<file path="src/rtl/sd_init_seq.sv">
// SPI-mode SD card power-up sequencer.
// Walks dummy clocks, CMD0, CMD8, CMD55/ACMD41 and CMD58/CMD16 through the command/response stage.
module sd_init_seq #(
  parameter int DUMMY_CYCLES = 80,
  parameter int CMD0_RETRY   = 8,
  parameter int ACMD41_RETRY = 1000
) (
  input  logic        clk,
  input  logic        reset,
  input  logic        start,
  output logic        busy,
  output logic        done,
  output logic        error,
  output logic [2:0]  error_code,
  output logic        card_v2,
  output logic        card_hc,
  output logic        cs_n,
  output logic        dummy_en,
  output logic [5:0]  cmd_index,
  output logic [31:0] cmd_argument,
  output logic        cmd_start,
  input  logic        cmd_finish,
  input  logic [39:0] cmd_response
);

  localparam int DW = $clog2(DUMMY_CYCLES + 1);
  localparam int CW = $clog2(CMD0_RETRY + 1);
  localparam int AW = $clog2(ACMD41_RETRY + 1);

  typedef enum logic [3:0] {
    S_IDLE, S_DUMMY, S_CMD0, S_CMD8, S_CMD55, S_ACMD41, S_CMD58, S_CMD16, S_DONE, S_ERROR
  } state_t;

  // Every command runs the same four-step handshake with the command/response stage.
  typedef enum logic [1:0] {PH_SETUP, PH_ARM, PH_WAIT, PH_DRAIN} phase_t;

  state_t        state, state_n;
  phase_t        phase, phase_n;
  logic [DW-1:0] dummy_cnt, dummy_cnt_n;
  logic [CW-1:0] cmd0_cnt, cmd0_cnt_n;
  logic [AW-1:0] acmd_cnt, acmd_cnt_n;
  logic [39:0]   resp_q, resp_q_n;
  logic          busy_n, done_n, error_n, card_v2_n, card_hc_n, cs_n_n, dummy_en_n, cmd_start_n;
  logic [2:0]    error_code_n;
  logic [5:0]    cmd_index_n;
  logic [31:0]   cmd_argument_n;
  logic          fail, finish_ok;
  logic [2:0]    fail_code;
  logic [7:0]    r1;

  assign r1 = resp_q[39:32];

  function automatic logic [5:0] index_of(input state_t s);
    case (s)
      S_CMD8:   index_of = 6'd8;
      S_CMD55:  index_of = 6'd55;
      S_ACMD41: index_of = 6'd41;
      S_CMD58:  index_of = 6'd58;
      S_CMD16:  index_of = 6'd16;
      default:  index_of = 6'd0;
    endcase
  endfunction

  function automatic logic [31:0] arg_of(input state_t s, input logic v2);
    case (s)
      S_CMD8:   arg_of = 32'h0000_01AA;
      S_ACMD41: arg_of = v2 ? 32'h4000_0000 : 32'h0000_0000;
      S_CMD16:  arg_of = 32'h0000_0200;
      default:  arg_of = 32'h0000_0000;
    endcase
  endfunction

  always_ff @(posedge clk or negedge reset) begin
    if (!reset) begin
      state        <= S_IDLE;
      phase        <= PH_SETUP;
      dummy_cnt    <= '0;
      cmd0_cnt     <= '0;
      acmd_cnt     <= '0;
      resp_q       <= '0;
      busy         <= 1'b0;
      done         <= 1'b0;
      error        <= 1'b0;
      error_code   <= 3'd0;
      card_v2      <= 1'b0;
      card_hc      <= 1'b0;
      cs_n         <= 1'b1;
      dummy_en     <= 1'b0;
      cmd_index    <= 6'd0;
      cmd_argument <= 32'd0;
      cmd_start    <= 1'b0;
    end else begin
      state        <= state_n;
      phase        <= phase_n;
      dummy_cnt    <= dummy_cnt_n;
      cmd0_cnt     <= cmd0_cnt_n;
      acmd_cnt     <= acmd_cnt_n;
      resp_q       <= resp_q_n;
      busy         <= busy_n;
      done         <= done_n;
      error        <= error_n;
      error_code   <= error_code_n;
      card_v2      <= card_v2_n;
      card_hc      <= card_hc_n;
      cs_n         <= cs_n_n;
      dummy_en     <= dummy_en_n;
      cmd_index    <= cmd_index_n;
      cmd_argument <= cmd_argument_n;
      cmd_start    <= cmd_start_n;
    end
  end

  always_comb begin
    state_n        = state;
    phase_n        = phase;
    dummy_cnt_n    = dummy_cnt;
    cmd0_cnt_n     = cmd0_cnt;
    acmd_cnt_n     = acmd_cnt;
    resp_q_n       = resp_q;
    busy_n         = busy;
    done_n         = done;
    error_n        = error;
    error_code_n   = error_code;
    card_v2_n      = card_v2;
    card_hc_n      = card_hc;
    cs_n_n         = cs_n;
    dummy_en_n     = dummy_en;
    cmd_index_n    = cmd_index;
    cmd_argument_n = cmd_argument;
    cmd_start_n    = cmd_start;
    fail           = 1'b0;
    fail_code      = 3'd0;
    finish_ok      = 1'b0;

    case (state)
      S_IDLE: begin
        if (start) begin
          state_n      = S_DUMMY;
          phase_n      = PH_SETUP;
          busy_n       = 1'b1;
          dummy_en_n   = 1'b1;
          cs_n_n       = 1'b1;
          error_code_n = 3'd0;
          card_v2_n    = 1'b0;
          card_hc_n    = 1'b0;
          dummy_cnt_n  = '0;
          cmd0_cnt_n   = '0;
          acmd_cnt_n   = '0;
        end
      end

      S_DUMMY: begin
        if (dummy_cnt == DW'(DUMMY_CYCLES - 1)) begin
          dummy_en_n = 1'b0;
          cs_n_n     = 1'b0;
          state_n    = S_CMD0;
        end else begin
          dummy_cnt_n = dummy_cnt + DW'(1);
        end
      end

      S_CMD0, S_CMD8, S_CMD55, S_ACMD41, S_CMD58, S_CMD16: begin
        case (phase)
          PH_SETUP: begin
            cmd_index_n    = index_of(state);
            cmd_argument_n = arg_of(state, card_v2);
            phase_n        = PH_ARM;
          end
          PH_ARM: begin
            if (!cmd_finish) begin
              cmd_start_n = 1'b1;
              phase_n     = PH_WAIT;
            end
          end
          PH_WAIT: begin
            if (cmd_finish) begin
              resp_q_n    = cmd_response;
              cmd_start_n = 1'b0;
              phase_n     = PH_DRAIN;
            end
          end
          default: begin
            // The response is only judged once the stage has released its finish flag.
            if (!cmd_finish) begin
              phase_n = PH_SETUP;
              case (state)
                S_CMD0: begin
                  if (r1 == 8'h01) state_n = S_CMD8;
                  else if (int'(cmd0_cnt) + 1 >= CMD0_RETRY) begin
                    fail = 1'b1; fail_code = 3'd1;
                  end else cmd0_cnt_n = cmd0_cnt + CW'(1);
                end
                S_CMD8: begin
                  if (r1 == 8'h01 && resp_q[11:0] == 12'h1AA) begin
                    card_v2_n = 1'b1; state_n = S_CMD55;
                  end else if (r1[2] && !r1[7]) begin
                    card_v2_n = 1'b0; state_n = S_CMD55;
                  end else begin
                    fail = 1'b1; fail_code = 3'd2;
                  end
                end
                S_CMD55: begin
                  if ((r1 & 8'hFE) == 8'h00) state_n = S_ACMD41;
                  else begin
                    fail = 1'b1; fail_code = 3'd3;
                  end
                end
                S_ACMD41: begin
                  if (r1 == 8'h00) state_n = card_v2 ? S_CMD58 : S_CMD16;
                  else if (r1 == 8'h01) begin
                    if (int'(acmd_cnt) + 1 >= ACMD41_RETRY) begin
                      fail = 1'b1; fail_code = 3'd4;
                    end else begin
                      acmd_cnt_n = acmd_cnt + AW'(1);
                      state_n    = S_CMD55;
                    end
                  end else begin
                    fail = 1'b1; fail_code = 3'd3;
                  end
                end
                S_CMD58: begin
                  if (r1 == 8'h00) begin
                    card_hc_n = resp_q[30]; finish_ok = 1'b1;
                  end else begin
                    fail = 1'b1; fail_code = 3'd5;
                  end
                end
                default: begin
                  if (r1 == 8'h00) begin
                    card_hc_n = 1'b0; finish_ok = 1'b1;
                  end else begin
                    fail = 1'b1; fail_code = 3'd5;
                  end
                end
              endcase
            end
          end
        endcase
      end

      S_DONE: begin
        if (!start) begin
          state_n = S_IDLE;
          done_n  = 1'b0;
        end
      end

      S_ERROR: begin
        if (!start) begin
          state_n = S_IDLE;
          error_n = 1'b0;
        end
      end

      default: begin
        state_n     = S_IDLE;
        phase_n     = PH_SETUP;
        busy_n      = 1'b0;
        done_n      = 1'b0;
        error_n     = 1'b0;
        cs_n_n      = 1'b1;
        dummy_en_n  = 1'b0;
        cmd_start_n = 1'b0;
      end
    endcase

    if (fail) begin
      state_n      = S_ERROR;
      error_n      = 1'b1;
      busy_n       = 1'b0;
      cs_n_n       = 1'b1;
      error_code_n = fail_code;
    end else if (finish_ok) begin
      state_n = S_DONE;
      done_n  = 1'b1;
      busy_n  = 1'b0;
    end
  end

endmodule

</file>
<file path="config.mk">
export PLATFORM = sky130hd
export DESIGN_NAME = sd_init_seq
export DESIGN_NICKNAME = d
export VERILOG_FILES = /design/src/rtl/sd_init_seq.sv
export SDC_FILE = /design/constraint.sdc
export NUM_CORES = 1
export LEC_CHECK = 0
export ABC_CLOCK_PERIOD_IN_PS = 2500
export CORE_MARGIN = 8
export CORE_UTILIZATION = 30
export CTS_BUF_LIST = sky130_fd_sc_hd__clkbuf_2
export CTS_CLUSTER_SIZE = 20
export DETAILED_ROUTE_END_ITERATION = 16
export GPL_ROUTABILITY_DRIVEN = 0
export REMOVE_ABC_BUFFERS = 1
export SLEW_MARGIN = 5
export SYNTH_ARGS = -nofsm -noshare
export SYNTH_HDL_FRONTEND = slang
export SYNTH_SLANG_ARGS = --single-unit
</file>
<file path="constraint.sdc">
create_clock -name clk -period 2.5 [get_ports clk]
set_input_delay 0.75 -clock clk [delete_from_list [all_inputs] [get_ports clk]]
set_output_delay 0.75 -clock clk [all_outputs]
set_load 0.01 [all_outputs]
</file>
## Yosys cells after proc, flatten, opt, wreduce, memory -nomap -nowiden

Index checks and enable logic that the tools add are counted.

- Output and inout port bits: 49
- Flip-flop bits (word level): 116
- Word-level logic and storage cells: 224

- Mux-type cells: 110
- Reductions and logical operators: 36
- Bitwise logic cells: 3
- $add $sub $neg: 5
- Order comparisons: 2
- Equal/unequal tests: 51

Operator list:

| cell | number |
|---|---|
| case mux 31 bit (3 select lines) | 1 |
| two-way mux 4 bit | 20 |
| two-way mux 10 bit | 7 |
| two-way mux 1 bit | 42 |
| case mux 4 bit (4 select lines) | 2 |
| two-way mux 31 bit | 1 |
| two-way mux 3 bit | 10 |
| != test 2 bit (second input constant) | 15 |
| case mux 6 bit (5 select lines) | 1 |
| OR reduction 9 bit | 3 |
| != test 3 bit (second input constant) | 7 |
| != test 4 bit (second input constant) | 5 |
| case mux 10 bit (2 select lines) | 1 |
| != test 6 bit (second input constant) | 3 |
| equality test 4 x 3 -> 1 bit (second input constant) | 4 |
| zero test 8 bit | 2 |
| case mux 1 bit (2 select lines) | 8 |
| two-way mux 2 bit | 7 |
| two-way mux 7 bit | 2 |
| case mux 7 bit (2 select lines) | 1 |
| equality test 12 x 9 -> 1 bit (second input constant) | 1 |
| case mux 2 bit (3 select lines) | 2 |
| case mux 3 bit (4 select lines) | 1 |
| AND reduction 3 bit | 4 |
| other kinds (40) | 57 |

## Longest topological paths before layout

Gate-level depths: netlist (run 1).

- Word-level depth: 11
- Mapped depth: 10
- Mapped depth without buffers: 8

## Least setup slack after synthesis (run 1)

Ideal clock, no wire load.

- Path type: input to register
- Start: input cmd_finish
- End: register state[2]
- Setup time: 0.120 ns
- Path slack: -0.055 ns
- Data required time: 2.380 ns
- Cell stages on the path: 8
- Data arrival time: 2.435 ns
- Path buffers: 1
- Cells stage by stage: nand2b_1 -> buf_2 -> or3b_2 -> a31oi_1 -> nand4_1 -> a31o_1 -> a2bb2o_2 -> a31o_1

- Longest elaborated chain between the ends: 5
- Elaborated cells on any way between the ends: 20
- Those cells by class: 11 x eq/ne; 8 x mux; 1 x reduce/logical

Ends and longest elaborated chain:

| what | RTL line | RTL |
|---|---|---|
| start: declaration | 22 | `input logic cmd_finish,` |
| two-way mux 1 bit | 184 | `if (!cmd_finish) begin` |
| two-way mux 1 bit | 163 | `case (phase)` |
| two-way mux 1 bit | 135 | `case (state)` |
| != test 7 bit (no line), or another cell as far along | - |  |
| AND reduction 11 bit (no line) / two-way mux 4 bit (equally long branches) | - |  |
| end signal: assignment | 93 | `state <= state_n;` |
| end: declaration | 37 | `state_t state, state_n;` |

Several ways; a longest one is shown, not always the timed one.
A chain may end at the register's enable or synchronous reset.

## Worst setup path in the final report (run 1)

- Start: register cs_n
- End: output cs_n

RTL lines:

| what | RTL line | RTL |
|---|---|---|
| start: declaration | 17 | `output logic cs_n,` |
| start signal: assignment | 105 | `cs_n <= cs_n_n;` |

No word-level cell between the ends.

==> impl_results.md, run 1 <==
- Slowest CP cell: dfstp_2
- WS Path Type: flop to primary output
- EDFF count, synth: 0
- Global Route Usage Sum: 11.8%
- Commonest non-fill, non-tap cells in the layout: 65 x dfrtp_1, 47 x clkdlybuf4s50_1, 44 x nand2_1
- Crit-path max FO: 2
- Clock root cell: clkbuf_2
- Initial Util: 30.9%
- Die area: 17,000 um^2
- Critical path's largest stage delay: 580 ps
- Worst-Skew Late Latency: 520 ps
- CP cell instances: clkdlybuf4s50_1
- Most common cell after layout, fill and taps aside: dfrtp_1
- Largest net degree at the start of global routing: 69
- Vias per Instance: 4.87
- CP startpoint kind: flop
- CTS Buf Count: 9
- WP buf/inv: 1
- Area post-placement: 4730 um^2
- Top Ports: 93
- RSZ-0062 raised after global routing: false
- Seq/Total Area, Yosys: 43.5%
- Share of layout cells above drive strength 1: 20.1%
- Clock Skews: 32.3 ps
- Yosys reg bits: 68
- ANT cells: 0
- Vias in the first global route: 3,187
- Max-cap viol count: 0
- Grt total ovfl: 0
- Clock Path Buffers: 2
- Final wirelength: 9.72 mm
- Setup crit end kind: primary output
- Hold slack: 209 ps
- Slew margin rel.: 54.7%
- Average wire per standard cell: 14.7 um
- Worst hold path type: input port to asynchronous set/reset pin
- Syn_area_per_cell: 9.64 um^2
- TritonCTS clock tree: built
- DRC: 0
- Critical Path RT: 1750 ps
- Via count: 3,212
- HPWL after DPL: 7.37 mm
- Synth Flop Type: dfrtp_1
- Number of H-tree levels: 3
- Die extent in x: 130 um
- Setup-failing EPs final: 0
- Yosys warnings: 0
- Post-Synthesis Cells: 406
- Router iterations before antenna repair: 4
- Finished Cell Area: 4920 um^2
- Cell depth of the worst setup path: 1
- Status: completed
- Cell area power density: 1010 nW/um^2
- Core area: 12,700 um^2
- Leakage: 2.18 nW
- Area grow syn2layout: 25.7%
- Fmax: 419 MHz
- Post-DRT Antenna Nets: 0
- Iter 0 DRT Violations: 260
- Period utilization: 95.4%
- Worst EP arrival: 1640 ps
- Clock Pin Slew Worst Setup and Hold Paths: 210 ps
- Minimum clock period after layout: 2390 ps
- Max-slew violations: 0
- Post-Synthesis Cell Area: 3910 um^2
- Initial antenna violation count: 0
- Hold Vio Cnt, Final: 0
- Clock sink count: 68
- VDD IR max: 0.000495 V
- Synth cell types: 62
- Worst Tran Pin Value: 672 ps
- Worst path top cell family by delay: flip-flops
- R2R depth: 9
- Global-route wire length before repair: 15.9 mm
- FFs w/ async S/R, synth: 100%
- Layout Nets: 536
- PortBufs: 48
- Die height: 130 um
- Row count: 41
[timing repair]
action / 4_1_cts / 5_1_grt
setup endpoints to repair: 0 / 13
buffers inserted: 0 / 0
hold buffers: 0 / 0
gates resized for setup: 0 / 7
[worst reg2reg max path: stages, from the launching register on]
cell and delay [ps]:
dfrtp_1 400, ha_2 260, a21o_1 100, a31oi_1 90, o32ai_2 340, o21ai_2 140
a2111oi_4 360, buf_4 220, and3_1 180, mux2i_1 180
[metrics by stage]
step / std cells / setup TNS, ps / utilization, % / setup slack (ps) / power, mW
floorplan: 383 / -346 / - / -63.5 / 3.09
global placement: 644 / -2740 / 37.3 / -424 / 4.05
detailed placement: 644 / -3330 / 37.3 / -463 / 4.14
CTS: 660 / 0 / 38.6 / 65.2 / 5.01
global route: 660 / 0 / 38.8 / 0.883 / 5.37
finish: 660 / 0 / 38.8 / 115 / 4.96
[final timing paths]
| check | startpoint | end | slack [ps] |
|---|---|---|---|
| min in group clk | cmd0_cnt[2] | cmd0_cnt[2] | 500 |
| max reg2reg | acmd_cnt[0] | acmd_cnt[7] | 150 |
| max in group asynchronous | reset | cs_n | 1960 |
| max | cs_n | cs_n | 110 |
| min | reset | cmd_argument[30] | 210 |
| min reg2reg | cmd0_cnt[2] | cmd0_cnt[2] | 500 |
[cell families after synthesis]
kind of cell	after synthesis	share of synthesized area, %
buffers and inverters	60	8.86
xor gates and xnor gates	4	0.895
AOI/OAI and AO/OA	84	14.9
other	1	0.0958
DFF	68	43.5
muxes	36	9.91
and+or+nand+nor	144	19.0
adders and majority gates	9	2.88
[synth_stat cells (all sizes together) (2+ instances only)]
cell	n	area, um^2
nand4	4	25.0
a21oi	15	75.1
buf	36	256
nand4b	2	17.5
o22ai	4	25.0
a31o	2	17.5
mux2i	14	140
a21o	2	15.0
o21ai	26	134
a2111oi	2	36.3
clkbuf	11	41.3
and2	3	18.8
nand2	44	165
a31oi	8	50.1
a22o	2	17.5
nand3b	3	22.5
nand3	18	95.1
nor2b	4	25.0
xnor2	3	26.3
nor3	10	50.1
and3	7	43.8
o211ai	2	15.0
inv	13	48.8
o31ai	3	22.5
mux2	22	248
ha	9	113
nor4	5	46.3
o311a	2	20.0
dfrtp	67	1680
nor2	27	106
nor4b	2	17.5
nand2b	5	31.3
or3	5	31.3
a21boi	4	30.0
[cell type report]
class                      count  area, um^2
fill                        1288        7750
multi-input combinational    302        1980
sequential                    68        1710
timing repair buffer          89         808
tap                          172         215
clock inverter                 6         113
clock buffer                  10        50.0
inverter                      13        48.8
[report_power, final]
part,switching [mW],total (mW),internal [mW]
Combinational,1.11,2.25,1.14
Clock,0.408,0.845,0.437
Sequential,0.358,1.87,1.51
Total,1.88,4.96,3.08
[routing by layer]
| layer | track usage (%) | vias to the layer above | part of all wire, % |
|---|---|---|---|
| li1 | - | 1555 | - |
| met1 | 14.8 | 1549 | 45 |
| met2 | 18.8 | 96 | 46 |
| met3 | 4.37 | 12 | 7.6 |
| met4 | 2.73 | 0 | 1.2 |
| met5 | 0 | - | 0 |
[flip-flops by register name, indices dropped and copies added (netlist names), 2 cells and up]
| name | count |
|---|---|
| cmd0_cnt | 4 |
| acmd_cnt | 10 |
| dummy_cnt | 7 |
| cmd_argument | 3 |
| cmd_index | 6 |
| resp_q | 21 |
| state | 4 |
| error_code | 3 |
| phase | 2 |
(Power assumes the default switching activity.)
==> inputs of run 2 (changes only) <==
CORE_MARGIN = 5   (was 8)
==> impl_results.md, run 2 (synthesis results as in run 1) <==
- Hold Vio Cnt, Final: 0
- Number of H-tree levels: 3
- Commonest non-fill, non-tap cells in the layout: 66 x dfrtp_1, 47 x clkdlybuf4s50_1, 44 x nand2_1
- Global-route wire length before repair: 15.7 mm
- Util after Layout: 38.4%
- TritonCTS clock tree: built
- Via count: 3,251
- Clock root cell: clkbuf_2
- Layout Nets: 538
- Row count: 41
- Fmax: 417 MHz
- Minimum clock period after layout: 2400 ps
- WP buf/inv: 1
- Cell area power density: 981 nW/um^2
- Worst Tran Pin Value: 646 ps
- Router iterations before antenna repair: 6
- ANT cells: 0
- HPWL after DPL: 7.02 mm
- Period utilization: 95.9%
- Share of layout cells above drive strength 1: 20.0%
- Largest regs: resp_q (21), acmd_cnt (10), dummy_cnt (7)
- Setup-failing EPs final: 0
- Vias per Instance: 4.91
- Top Ports: 93
- Vias in the first global route: 3,252
- Core area: 12,700 um^2
- Worst EP arrival: 1650 ps
- Final wirelength: 9.47 mm
- Clock Skews: 19.9 ps
- Post-CTS Hold Buffers: 0
- Die area: 15,400 um^2
- Status: completed
- VDD IR max: 0.000385 V
- Largest net degree at the start of global routing: 69
- Global Route Usage Sum: 12.1%
- Slew margin rel.: 56.5%
- Worst-Skew Late Latency: 530 ps
- Die height: 124 um
- Clock Pin Slew Worst Setup and Hold Paths: 210 ps
- Critical Path RT: 1750 ps
- Initial Util: 30.8%
- Average wire per standard cell: 14.3 um
- RSZ-0062 raised after global routing: false
- Clock sink count: 68
- Most common cell after layout, fill and taps aside: dfrtp_1
- Crit-path max FO: 2
- WS Path Type: flop to primary output
- Top reg by flops: resp_q
- Initial antenna violation count: 0
- Die extent in x: 124 um
- Max-cap viol count: 0
- Worst path top cell family by delay: flip-flops
- Power consumption: 4.80 mW
- Area grow syn2layout: 24.9%
- Area post-placement: 4740 um^2
- Finished Cell Area: 4890 um^2
- CP startpoint kind: flop
- Iter 0 DRT Violations: 317
- CTS resizes: 0
- Post-DRT Antenna Nets: 0
- CTS Buf Count: 9
- DRC: 0
- Slowest CP cell: dfstp_2
- Setup crit end kind: primary output
- Max reg flops: 21
- Leakage: 2.17 nW
- Grt total ovfl: 0
- Max-slew violations: 0
- Worst hold path type: input port to asynchronous set/reset pin
- Clock Path Buffers: 2
- Critical path's largest stage delay: 580 ps
- PortBufs: 48
- CP cell instances: clkdlybuf4s50_1
- Setup bufs post-CTS: 0
-- run 2: changes by cell type in the layout (fill, tap and decap cells not counted) --
| cell | change |
|---|---|
| dfrtp_2 | -1 |
| dfrtp_1 | +1 |
| o41ai_2 | -1 |
| clkinvlp_4 | +1 |
| nor4_1 | +1 |
| bufinv_16 | -2 |
| clkinv_2 | +1 |
| nor4_2 | -1 |
| buf_4 | +2 |
| o41ai_4 | +1 |
-- run 2: path summary, 6_finish.rpt --
check / cells past startpoint / slack [ps] / endpoint / startpoint
worst max-delay path: 1 / 100 / cs_n / cs_n
max in group asynchronous: 2 / 1970 / cs_n / reset
worst min-delay path: 2 / 190 / resp_q[11] / reset
worst min register to register: 1 / 510 / cmd0_cnt[2] / cmd0_cnt[2]
min in group clk: 1 / 510 / cmd0_cnt[2] / cmd0_cnt[2]
worst max register to register: 8 / 130 / acmd_cnt[7] / acmd_cnt[3]
-- run 2: area by class of cell --
cell class,count,area [um^2]
Clock buffer,10,50.0
Clock inverter,6,65.1
Fill cell,1297,7830
Inverter,13,48.8
Multi-Input combinational cell,302,1980
Sequential cell,68,1700
Tap cell,172,215
Timing Repair Buffer,91,823
-- run 2: where the power goes --
group          internal (mW)  switching, mW  leakage, nW
clock network          0.235          0.426       0.0719
logic                   1.16           1.09         1.23
registers               1.51          0.379        0.865
total                   2.90           1.90         2.17
-- run 2: per-layer routing --
| layer | track usage [%] | up-vias | part of all wire [%] |
|---|---|---|---|
| met5 | 0 | - | 0 |
| met2 | 20.1 | 98 | 47 |
| li1 | - | 1563 | - |
| met1 | 15.5 | 1576 | 46 |
| met4 | 3.68 | 0 | 1.4 |
| met3 | 3.13 | 14 | 5.3 |
-- run 2: per-stage QoR --
stage               hold WS (ps)  setup TNS, ps  cells  worst slack [ps]
floorplan                    454           -346    383             -63.5
global placement             463          -2570    646              -420
detailed placement           470          -3050    646              -456
CTS                          185              0    662              62.2
global route                 185              0    662              3.49
finish                       189              0    662               103
==> inputs of run 3 (changes only) <==
RECOVER_POWER = 100   (was default)
==> impl_results.md, run 3 (synthesis results as in run 1) <==
- Status: finished with violations
- Failing checks: max-capacitance violations, max-slew violations
- Setup-failing EPs final: 0
- WS Path Type: flop to primary output
- Worst EP arrival: 1660 ps
- Global Route Usage Sum: 12.1%
- CTS resizes: 0
- Crit-path max FO: 2
- Vias in the first global route: 3,252
- Minimum clock period after layout: 2410 ps
- Largest regs: resp_q (21), acmd_cnt (10), dummy_cnt (7)
- Clock Skews: 31.2 ps
- Setup TNS: 0 ps
- Max reg flops: 21
- Worst-Skew Late Latency: 530 ps
- WP buf/inv: 1
- Initial antenna violation count: 0
- CP startpoint kind: flop
- Critical path's largest stage delay: 590 ps
- Iter 0 DRT Violations: 233
- Clock root cell: clkbuf_2
- Worst R2R Setup Slack: 130 ps
- TritonCTS clock tree: built
- Worst Tran Pin Value: 1690 ps
- Via count: 3,237
- Row count: 41
- Post-CTS Hold Buffers: 0
- Die area: 15,400 um^2
- Fillers: 1,316
- Setup bufs post-CTS: 0
- Cell Count, Final, Fillers Out: 662
- Initial Util: 30.8%
- WHS Endpoint: cmd_index[1]
- Final wirelength: 9.42 mm
- Average wire per standard cell: 14.2 um
- Post-Place Cells: 646
- Area grow syn2layout: 23.2%
- Min-Delay Path Depth: 1
- Hold_sp: cmd_index[1]
- Die height: 124 um
- Router iterations before antenna repair: 6
- Layout Nets: 538
- Max-slew violations: 69
- VDD IR max: 0.000383 V
- DRC: 0
- PortBufs: 48
- RSZ-0062 raised after global routing: false
- Leakage: 2.17 nW
- Worst path top cell family by delay: flip-flops
- Die extent in x: 124 um
- Hold Vio Cnt, Final: 0
- Largest net degree at the start of global routing: 69
- Setup crit end kind: primary output
- Worst hold path type: flop to flop
- FF-to-FF End: acmd_cnt[7]
- Clock Path Buffers: 2
- Vias per Instance: 4.89
- ANT cells: 0
- Slowest CP cell: dfstp_1
- Cell area power density: 968 nW/um^2
- Period utilization: 96.4%
- Number of H-tree levels: 3
- Top Ports: 93
- Clock Pin Slew Worst Setup and Hold Paths: 210 ps
- Grt total ovfl: 0
- Clock sink count: 68
- Top reg by flops: resp_q
- Share of layout cells above drive strength 1: 18.0%
- Core area: 12,700 um^2
- Post-DRT Antenna Nets: 0
- Global-route wire length before repair: 15.7 mm
- Most common cell after layout, fill and taps aside: dfrtp_1
- R2R depth: 8
- Worst reg2reg path startpoint: acmd_cnt[3]
- CTS Buf Count: 9
- Max-cap viol count: 1
- Fmax: 415 MHz
- HPWL after DPL: 7.02 mm
- Commonest non-fill, non-tap cells in the layout: 66 x dfrtp_1, 44 x nand2_1, 28 x buf_4
- Slew margin rel.: -12.5%
- CP cell instances: clkdlybuf4s50_1
- Critical Path RT: 1750 ps
## run 3: metal layers
layer	global-route usage, %	share of wire, %	routed length [um]	vias up
met5	0	0	0	-
met4	3.68	1.5	137	0
met3	3.13	5.6	528	14
met2	20.1	47	4470	99
met1	15.5	46	4290	1563
li1	-	-	-	1561
## run 3: per-stage QoR
step           hold WS [ps]  power, mW  worst slack [ps]  util [%]  cell area [um^2]
6_report                501       4.67              90.9      37.9              4820
5_1_grt                 533       5.03              2.27      37.9              4820
4_1_cts                 185       4.80              62.2      38.2              4860
3_5_place_dp            470       4.15              -456      37.3              4740
3_3_place_gp            463       4.07              -420      37.3              4740
2_1_floorplan           454       3.09             -63.5         -              3710
## run 3: cell type report
class	instances	area, um^2	share of cell area (%)
clock inverters	6	65.1	1.35
repair buffers	91	761	15.8
well taps	172	215	4.46
flip-flops and latches	68	1700	35.3
clock buffers	10	50.0	1.04
inverters	13	48.8	1.01
multi-input cells	302	1980	41.0
## run 3: worst max path at each step
stage,to,slack (ps),start,cells past startpoint
CTS,cs_n,60,cs_n,1
global placement,state[2],-420,cmd_finish,8
finish,cs_n,90,cs_n,1
global route,cs_n,2,cs_n,1
detailed placement,state[2],-460,cmd_finish,8
floorplan,state[2],-60,cmd_finish,7
## run 3: report_power, final
group | switching (mW) | internal (mW) | total, mW
Clock | 0.423 | 0.235 | 0.658
Sequential | 0.367 | 1.51 | 1.87
Combinational | 1.09 | 1.05 | 2.14
Total | 1.88 | 2.79 | 4.67
